<file path="src/rtl/sqrt_pkg.sv">
// Shared types and widths for the sqrt arbiter slice.
package sqrt_pkg;

  localparam int unsigned OP_W  = 16;
  localparam int unsigned RES_W = 8;

  typedef enum logic [1:0] {
    ST_IDLE  = 2'd0,
    ST_ISSUE = 2'd1,
    ST_WAIT  = 2'd2,
    ST_RESP  = 2'd3
  } state_e;

endpackage

</file>
<file path="src/rtl/sqrt_arbiter_if.sv">
// Requester bus plus sqrt-core handshake shared by the arbiter and its parent.
interface sqrt_arbiter_if
  import sqrt_pkg::*;
#(
  parameter int unsigned NUM_REQ = 4
) ();

  logic [NUM_REQ-1:0]      req_valid;
  logic [NUM_REQ*OP_W-1:0] req_data;
  logic [NUM_REQ-1:0]      req_ready;
  logic [NUM_REQ-1:0]      rsp_valid;
  logic [RES_W-1:0]        rsp_data;
  logic                    rsp_err;
  logic                    sqrt_start;
  logic [OP_W-1:0]         sqrt_data_in;
  logic [RES_W-1:0]        sqrt_data_out;
  logic                    sqrt_done;
  logic                    busy;

  // Arbiter side
  modport slave (
    input  req_valid, req_data, sqrt_data_out, sqrt_done,
    output req_ready, rsp_valid, rsp_data, rsp_err, sqrt_start, sqrt_data_in, busy
  );

  // Requesters and sqrt core side
  modport master (
    output req_valid, req_data, sqrt_data_out, sqrt_done,
    input  req_ready, rsp_valid, rsp_data, rsp_err, sqrt_start, sqrt_data_in, busy
  );

endinterface

</file>
<file path="src/rtl/rr_pick.sv">
// Combinational round-robin winner: first request strictly above last_i, else wrap from 0.
module rr_pick #(
  parameter int unsigned NUM_REQ = 4,
  parameter int unsigned IDX_W   = 2
) (
  input  logic [NUM_REQ-1:0] req_i,
  input  logic [IDX_W-1:0]   last_i,
  output logic [NUM_REQ-1:0] gnt_o,
  output logic [IDX_W-1:0]   idx_o
);

  logic found;

  // Two ascending passes avoid modulo arithmetic on the index.
  always_comb begin
    gnt_o = '0;
    idx_o = '0;
    found = 1'b0;
    for (int unsigned j = 0; j < NUM_REQ; j++) begin
      if (!found && req_i[j] && (IDX_W'(j) > last_i)) begin
        found    = 1'b1;
        gnt_o[j] = 1'b1;
        idx_o    = IDX_W'(j);
      end
    end
    for (int unsigned j = 0; j < NUM_REQ; j++) begin
      if (!found && req_i[j] && (IDX_W'(j) <= last_i)) begin
        found    = 1'b1;
        gnt_o[j] = 1'b1;
        idx_o    = IDX_W'(j);
      end
    end
  end

endmodule

</file>
<file path="src/rtl/sqrt_arbiter.sv">
// Shares one external sqrt core among NUM_REQ requesters, one operation in flight.
module sqrt_arbiter
  import sqrt_pkg::*;
#(
  parameter int unsigned NUM_REQ     = 4,
  parameter int unsigned TIMEOUT_CYC = 64
) (
  input  logic          clk,
  input  logic          rst_n,
  sqrt_arbiter_if.slave bus
);

  localparam int unsigned IDX_W = $clog2(NUM_REQ);
  localparam int unsigned CNT_W = $clog2(TIMEOUT_CYC + 1);

  state_e             state_q, state_d;
  logic [IDX_W-1:0]   grant_q, grant_d;
  logic [CNT_W-1:0]   cnt_q, cnt_d;
  logic               sqrt_start_q, sqrt_start_d;
  logic [OP_W-1:0]    sqrt_data_in_q, sqrt_data_in_d;
  logic [NUM_REQ-1:0] rsp_valid_q, rsp_valid_d;
  logic [RES_W-1:0]   rsp_data_q, rsp_data_d;
  logic               rsp_err_q, rsp_err_d;
  logic               busy_q, busy_d;

  logic [NUM_REQ-1:0] pick_gnt;
  logic [IDX_W-1:0]   pick_idx;
  logic [OP_W-1:0]    pick_op;
  logic               accept;
  logic               done_qual;
  logic               timeout;

  // grant_q doubles as last_grant: both change only on accept.
  rr_pick #(
    .NUM_REQ (NUM_REQ),
    .IDX_W   (IDX_W)
  ) u_rr_pick (
    .req_i  (bus.req_valid),
    .last_i (grant_q),
    .gnt_o  (pick_gnt),
    .idx_o  (pick_idx)
  );

  // Ready must react to req_valid within the cycle, so it is decoded from state.
  assign bus.req_ready = (state_q == ST_IDLE) ? pick_gnt : '0;
  assign accept        = |(bus.req_valid & bus.req_ready);
  assign done_qual     = (cnt_q != '0) && bus.sqrt_done;
  assign timeout       = (cnt_q == CNT_W'(TIMEOUT_CYC - 1));

  // Operand of the current round-robin winner.
  always_comb begin
    pick_op = '0;
    for (int unsigned i = 0; i < NUM_REQ; i++) begin
      if (pick_idx == IDX_W'(i)) pick_op = bus.req_data[i*OP_W +: OP_W];
    end
  end

  // Next-state and registered-output logic.
  always_comb begin
    state_d        = state_q;
    grant_d        = grant_q;
    cnt_d          = cnt_q;
    sqrt_start_d   = 1'b0;
    sqrt_data_in_d = sqrt_data_in_q;
    rsp_valid_d    = '0;
    rsp_data_d     = rsp_data_q;
    rsp_err_d      = rsp_err_q;
    unique case (state_q)
      ST_IDLE: begin
        if (accept) begin
          state_d        = ST_ISSUE;
          grant_d        = pick_idx;
          sqrt_start_d   = 1'b1;
          sqrt_data_in_d = pick_op;
        end
      end
      ST_ISSUE: begin
        state_d = ST_WAIT;
        cnt_d   = '0;
      end
      ST_WAIT: begin
        // The first WAIT cycle (cnt_q == 0) ignores a done level left over from before.
        if (done_qual) begin
          state_d     = ST_RESP;
          rsp_valid_d = NUM_REQ'(1) << grant_q;
          rsp_data_d  = bus.sqrt_data_out;
          rsp_err_d   = 1'b0;
        end else if (timeout) begin
          state_d     = ST_RESP;
          rsp_valid_d = NUM_REQ'(1) << grant_q;
          rsp_data_d  = '0;
          rsp_err_d   = 1'b1;
        end else begin
          cnt_d = cnt_q + CNT_W'(1);
        end
      end
      ST_RESP: begin
        state_d = ST_IDLE;
      end
      default: begin
        state_d = ST_IDLE;
      end
    endcase
    busy_d = (state_d != ST_IDLE);
  end

  // State and output registers.
  always_ff @(posedge clk or negedge rst_n) begin
    if (!rst_n) begin
      state_q        <= ST_IDLE;
      grant_q        <= IDX_W'(NUM_REQ - 1);
      cnt_q          <= '0;
      sqrt_start_q   <= 1'b0;
      sqrt_data_in_q <= '0;
      rsp_valid_q    <= '0;
      rsp_data_q     <= '0;
      rsp_err_q      <= 1'b0;
      busy_q         <= 1'b0;
    end else begin
      state_q        <= state_d;
      grant_q        <= grant_d;
      cnt_q          <= cnt_d;
      sqrt_start_q   <= sqrt_start_d;
      sqrt_data_in_q <= sqrt_data_in_d;
      rsp_valid_q    <= rsp_valid_d;
      rsp_data_q     <= rsp_data_d;
      rsp_err_q      <= rsp_err_d;
      busy_q         <= busy_d;
    end
  end

  assign bus.sqrt_start   = sqrt_start_q;
  assign bus.sqrt_data_in = sqrt_data_in_q;
  assign bus.rsp_valid    = rsp_valid_q;
  assign bus.rsp_data     = rsp_data_q;
  assign bus.rsp_err      = rsp_err_q;
  assign bus.busy         = busy_q;

endmodule

</file>
<file path="src/flat_wrapper.sv">
// flat-port wrapper written by rule: the top's interface ports become plain ports
module sqrt_arbiter_flat import sqrt_pkg::*;
#(
  parameter int unsigned NUM_REQ     = 4,
  parameter int unsigned TIMEOUT_CYC = 64
)
  (clk, rst_n, bus_req_valid, bus_req_data, bus_sqrt_data_out, bus_sqrt_done, bus_req_ready, bus_rsp_valid, bus_rsp_data, bus_rsp_err, bus_sqrt_start, bus_sqrt_data_in, bus_busy);
  sqrt_arbiter_if #(.NUM_REQ(NUM_REQ)) bus_i ();
  input  logic clk;
  input  logic rst_n;
  input wire logic [$bits(bus_i.req_valid)-1:0] bus_req_valid;
  input wire logic [$bits(bus_i.req_data)-1:0] bus_req_data;
  input wire logic [$bits(bus_i.sqrt_data_out)-1:0] bus_sqrt_data_out;
  input wire logic [$bits(bus_i.sqrt_done)-1:0] bus_sqrt_done;
  output wire logic [$bits(bus_i.req_ready)-1:0] bus_req_ready;
  output wire logic [$bits(bus_i.rsp_valid)-1:0] bus_rsp_valid;
  output wire logic [$bits(bus_i.rsp_data)-1:0] bus_rsp_data;
  output wire logic [$bits(bus_i.rsp_err)-1:0] bus_rsp_err;
  output wire logic [$bits(bus_i.sqrt_start)-1:0] bus_sqrt_start;
  output wire logic [$bits(bus_i.sqrt_data_in)-1:0] bus_sqrt_data_in;
  output wire logic [$bits(bus_i.busy)-1:0] bus_busy;
  assign bus_i.req_valid = bus_req_valid;
  assign bus_i.req_data = bus_req_data;
  assign bus_i.sqrt_data_out = bus_sqrt_data_out;
  assign bus_i.sqrt_done = bus_sqrt_done;
  assign bus_req_ready = bus_i.req_ready;
  assign bus_rsp_valid = bus_i.rsp_valid;
  assign bus_rsp_data = bus_i.rsp_data;
  assign bus_rsp_err = bus_i.rsp_err;
  assign bus_sqrt_start = bus_i.sqrt_start;
  assign bus_sqrt_data_in = bus_i.sqrt_data_in;
  assign bus_busy = bus_i.busy;
  sqrt_arbiter #(.NUM_REQ(NUM_REQ), .TIMEOUT_CYC(TIMEOUT_CYC)) u_core (.clk(clk), .rst_n(rst_n), .bus(bus_i));
endmodule
</file>
<file path="config.mk">
export PLATFORM = sky130hd
export DESIGN_NAME = sqrt_arbiter_flat
export DESIGN_NICKNAME = d
export VERILOG_FILES = /design/src/rtl/sqrt_pkg.sv /design/src/rtl/sqrt_arbiter_if.sv /design/src/rtl/rr_pick.sv /design/src/rtl/sqrt_arbiter.sv /design/src/flat_wrapper.sv
export SDC_FILE = /design/constraint.sdc
export NUM_CORES = 1
export LEC_CHECK = 0
export ABC_AREA = 0
export CAP_MARGIN = 20
export CELL_PAD_IN_SITES_DETAIL_PLACEMENT = 2
export CELL_PAD_IN_SITES_GLOBAL_PLACEMENT = 2
export CORE_MARGIN = 2
export CORE_UTILIZATION = 22
export DETAILED_ROUTE_END_ITERATION = 10
export PLACE_DENSITY = 0.83
export RECOVER_POWER = 25
export SLEW_MARGIN = 10
export SYNTH_ARGS = -nofsm -noshare
export SYNTH_HDL_FRONTEND = slang
export SYNTH_SLANG_ARGS = --single-unit
</file>
<file path="constraint.sdc">
create_clock -name clk -period 2.3 [get_ports clk]
set_input_delay 0.46 -clock clk [delete_from_list [all_inputs] [get_ports clk]]
set_output_delay 0.46 -clock clk [all_outputs]
set_load 0.01 [all_outputs]
</file>
==> flow_summary_export.csv <==
group,metric,value,unit
critical_path,worst_r2r_endpoint,"u_core.bus.busy$_DFF_PN0_",
sta,unrepaired_setup_endpoints_after_global_routing,"yes",
finish,layout-area-overhead-vs-synth,68.8,%
sta,fin_setup_tns,0,ns
logic_synthesis,proportion_of_synthesized_area_in_mux_cells,0,
floorplan,dieWidth,108,µm
drt,route.final.wire_length,9.35,mm
hold_path,worstHoldPathType,"primary input to asynchronous set/reset pin",
finish,drive_above_1_share,0.161,
place,globalplace.congestion,0.753,
logic_synthesis,synth.cells.most_frequent,"sky130_fd_sc_hd__nor2_1, sky130_fd_sc_hd__dfrtp_1, sky130_fd_sc_hd__nand2_1",
logic_synthesis,async_reset_ff_frac,1.00,
critical_path,worst-r2r-cell-count,7,
sta,timing.final.crit_period,2.25,ns
run_status,outcome,"finished clean",
drt,detailedRoute.firstIterationViolations,48,
finish,finish.net_count,493,
drt,vias_cell,4.70,
logic_synthesis,combinational_family_with_the_most_area_after_synthesis,"compound AO/OA/AOI/OAI gates",
logic_synthesis,synth_warnings,0,
logic_synthesis,yosysTopAreaCell,"sky130_fd_sc_hd__dfrtp_1",
logic_synthesis,fraction_of_synthesized_cell_area_in_xor_and_xnor_cells,0,
pwr,pwr_density_cell,1080,nW/µm²
global_routing,grt_max_degree,31,
clocking,clock_sink_count,42,
global_routing,grt_pass1_vias,2837,
finish,multi_input_comb_area,1230,µm²
critical_path,worst_setup_path_start_kind,"flip-flop",
clocking,worst_skew_pair_latency,0.30,ns
sta,timing.final.setup_violations,0,
sta,timing_hold_violations_final,0,
finish,layout.core_utilization,0.385,
place,hpwlAfterDp,7.39,mm
drt,route.antenna.remaining_nets,0,
sta,finalClockSkew,0.0188,ns
clocking,cts_root_buf,"sky130_fd_sc_hd__clkbuf_8",
global_routing,globalRouteTotalUtil,0.162,
sta,drv_slew,0,
logic_synthesis,seq_area_frac_synth,0.445,
logic_synthesis,synth.ff_latch_count,42,
logic_synthesis,number_of_synthesized_flops_with_an_enable_pin,0,
floorplan,die_area,11600,µm²
logic_synthesis,synth_simple_gate_area_share,0.218,
sta,final.setup.worst_slack,0.0516,ns
logic_synthesis,synth_area_leaders,"sky130_fd_sc_hd__dfrtp_1, sky130_fd_sc_hd__a22o_1, sky130_fd_sc_hd__nor2_1",
critical_path,critical_path.reg2reg.startpoint,"u_core.cnt_q[0]$_DFFE_PN0P_",
logic_synthesis,synth_adder_area_share,0.0264,
logic_synthesis,yosysUniqueCellTypes,43,
sta,hold-worst-slack,0.191,ns
global_routing,grt_pass1_wl,14.8,mm
pwr,leakage_power,1.73,nW
floorplan,initial_utilization,0.228,
clocking,h-tree-depth,2,
finish,insertedDiodeCount,0,
sta,relSlewSlack,0.496,
logic_synthesis,synth.net_count,356,
sta,worst_margin_slew,0.756,ns
logic_synthesis,synth.top_cell.area_share,0.423,
floorplan,core_footprint,10400,µm²
critical_path,critical_path_required,1.84,ns
floorplan,placement_rows,37,
drt,drt_first_pass_iters,4,
critical_path,critical_path_class,"flip-flop to output pin",
drt,routed-via-count,2565,
logic_synthesis,mapped_area,2370,µm²
logic_synthesis,synth_compound_gate_area_share,0.255,
logic_synthesis,main_flop_type_after_synthesis,"sky130_fd_sc_hd__dfrtp_1",
clocking,tritoncts,"built",
logic_synthesis,synth_most_common_cell,"sky130_fd_sc_hd__nor2_1",
finish,num-fill-cells,1213,
run,drv.max_cap_violation_count,0,
critical_path,r2r_slack,0.06,ns
clocking,cts.clk_slew.worst_paths,0.09,ns
place,numPortBuffers,113,
sta,final_critical_path_share_of_the_clock_period,0.978,
clocking,ctsLongestPathBuffers,2,
critical_path,critPathMaxFanout,6,
clocking,cts_inserted_buffers,5,
drt,detail_route.wl_per_cell,17.1,µm
floorplan,ioPinCount,114,
critical_path,timing.critical_path.arrival,1.79,ns
logic_synthesis,postSynthAreaPerCell,8.70,µm²
pwr,max-vdd-ir-drop,0.389,mV
sta,top_achievable_clock_speed,445,MHz
drt,drc_errors,0,
critical_path,crit_path_end_kind,"output pin",
logic_synthesis,syn_inst,272,
global_routing,initial_antenna_violation_count,0,
global_routing,overflow,0,
floorplan,die_y,108,µm
place,preCtsSetupSlack,-0.453,ns
finish,register_area,1050,µm²
clocking,cts_stage_hold_buffer_count,0,
-- layout by cell type, fill, tap and decap left out, types with 3 or more instances in the layout --
| master | netlist | final |
|---|---|---|
| sky130_fd_sc_hd__dlygate4sd2_1 | 0 | 4 |
| sky130_fd_sc_hd__inv_1 | 12 | 11 |
| sky130_fd_sc_hd__a22o_1 | 23 | 23 |
| sky130_fd_sc_hd__a21oi_1 | 4 | 4 |
| sky130_fd_sc_hd__nor3_1 | 25 | 25 |
| sky130_fd_sc_hd__nor2_1 | 43 | 39 |
| sky130_fd_sc_hd__dfrtp_1 | 40 | 40 |
| sky130_fd_sc_hd__o31ai_1 | 16 | 16 |
| sky130_fd_sc_hd__o21ai_0 | 4 | 3 |
| sky130_fd_sc_hd__nand2_1 | 37 | 37 |
| sky130_fd_sc_hd__clkdlybuf4s50_1 | 0 | 105 |
| sky130_fd_sc_hd__ha_1 | 5 | 4 |
| sky130_fd_sc_hd__buf_4 | 1 | 31 |
| sky130_fd_sc_hd__nor2_2 | 0 | 4 |
| sky130_fd_sc_hd__a31oi_1 | 6 | 6 |
| sky130_fd_sc_hd__clkbuf_8 | 0 | 5 |
-- flip-flops by register name, indices dropped and copies added (netlist names) --
| register | cells |
|---|---|
| u_core.bus.sqrt_start | 1 |
| u_core.cnt_q | 7 |
| u_core.bus.rsp_data | 8 |
| u_core.state_q | 2 |
| u_core.bus.busy | 1 |
| u_core.bus.rsp_valid | 4 |
| u_core.grant_q | 2 |
| u_core.bus.sqrt_data_in | 16 |
| u_core.bus.rsp_err | 1 |
-- per-layer routing --
metal | GRT usage | part of all wire | vias to the layer above
li1 | - | - | 1248
met1 | 0.199 | 0.43 | 1247
met2 | 0.289 | 0.51 | 65
met3 | 0.0333 | 0.047 | 5
met4 | 0.0348 | 0.0074 | 0
met5 | 0 | 0 | -
-- worst max-delay path: stages (launching register included) --
cell and delay, ns:
sky130_fd_sc_hd__dfstp_2 0.65, sky130_fd_sc_hd__buf_2 0.21, sky130_fd_sc_hd__o221a_2 0.23, sky130_fd_sc_hd__and2_1 0.16, sky130_fd_sc_hd__clkdlybuf4s15_1 0.24
-- worst max-delay path by stage --
stage                     slack, ns                          start                to
after global placement        -0.30               bus_req_valid[1]  bus_req_ready[3]
after CTS                     -0.04  u_core.grant_q[0]$_DFFE_PN1P_  bus_req_ready[3]
after global routing          -0.02  u_core.grant_q[1]$_DFFE_PN1P_  bus_req_ready[3]
after detailed placement      -0.45               bus_req_valid[1]  bus_req_ready[3]
final                          0.05  u_core.grant_q[0]$_DFFE_PN1P_  bus_req_ready[2]
after floorplan                0.15               bus_req_valid[2]  bus_req_ready[1]
-- cell type report --
cell class	instances	area share
Tap cell	136	0.0426
Multi-Input combinational cell	199	0.309
Sequential cell	42	0.264
Timing Repair Buffer	149	0.352
Clock buffer	6	0.0182
Clock inverter	2	0.00345
Inverter	12	0.0113
-- stage by stage --
step	instances	total power [W]	cell area, µm²
after floorplan	272	0.00246	2370
after global placement	530	0.00359	3820
after detailed placement	530	0.00371	3820
after CTS	538	0.00423	3920
after global routing	546	0.00465	3990
final	546	0.00431	3990
-- repair_timing --
| action | CTS | global route |
|---|---|---|
| resized for setup | 15 | 13 |
| setup buffers | 0 | 8 |
| setup endpoints to repair | 4 | 15 |
| pin swaps | 0 | 3 |
-- kinds of logic (layout without fill, tap and decap cells) --
family,Yosys count,count (layout)
buffers and inverters,31,169
flip-flops,42,42
AO/OA/AOI/OAI,75,75
adder cells (fa/ha/maj),5,5
AND/OR/NAND/NOR,119,119
-- where the power goes --
| part | internal (W) | switching [W] |
|---|---|---|
| Combinational | 0.00131 | 0.00129 |
| Clock | 0.000215 | 0.000261 |
| Sequential | 0.00104 | 0.000189 |
No activity file was read; power rests on OpenSTA's default activity.
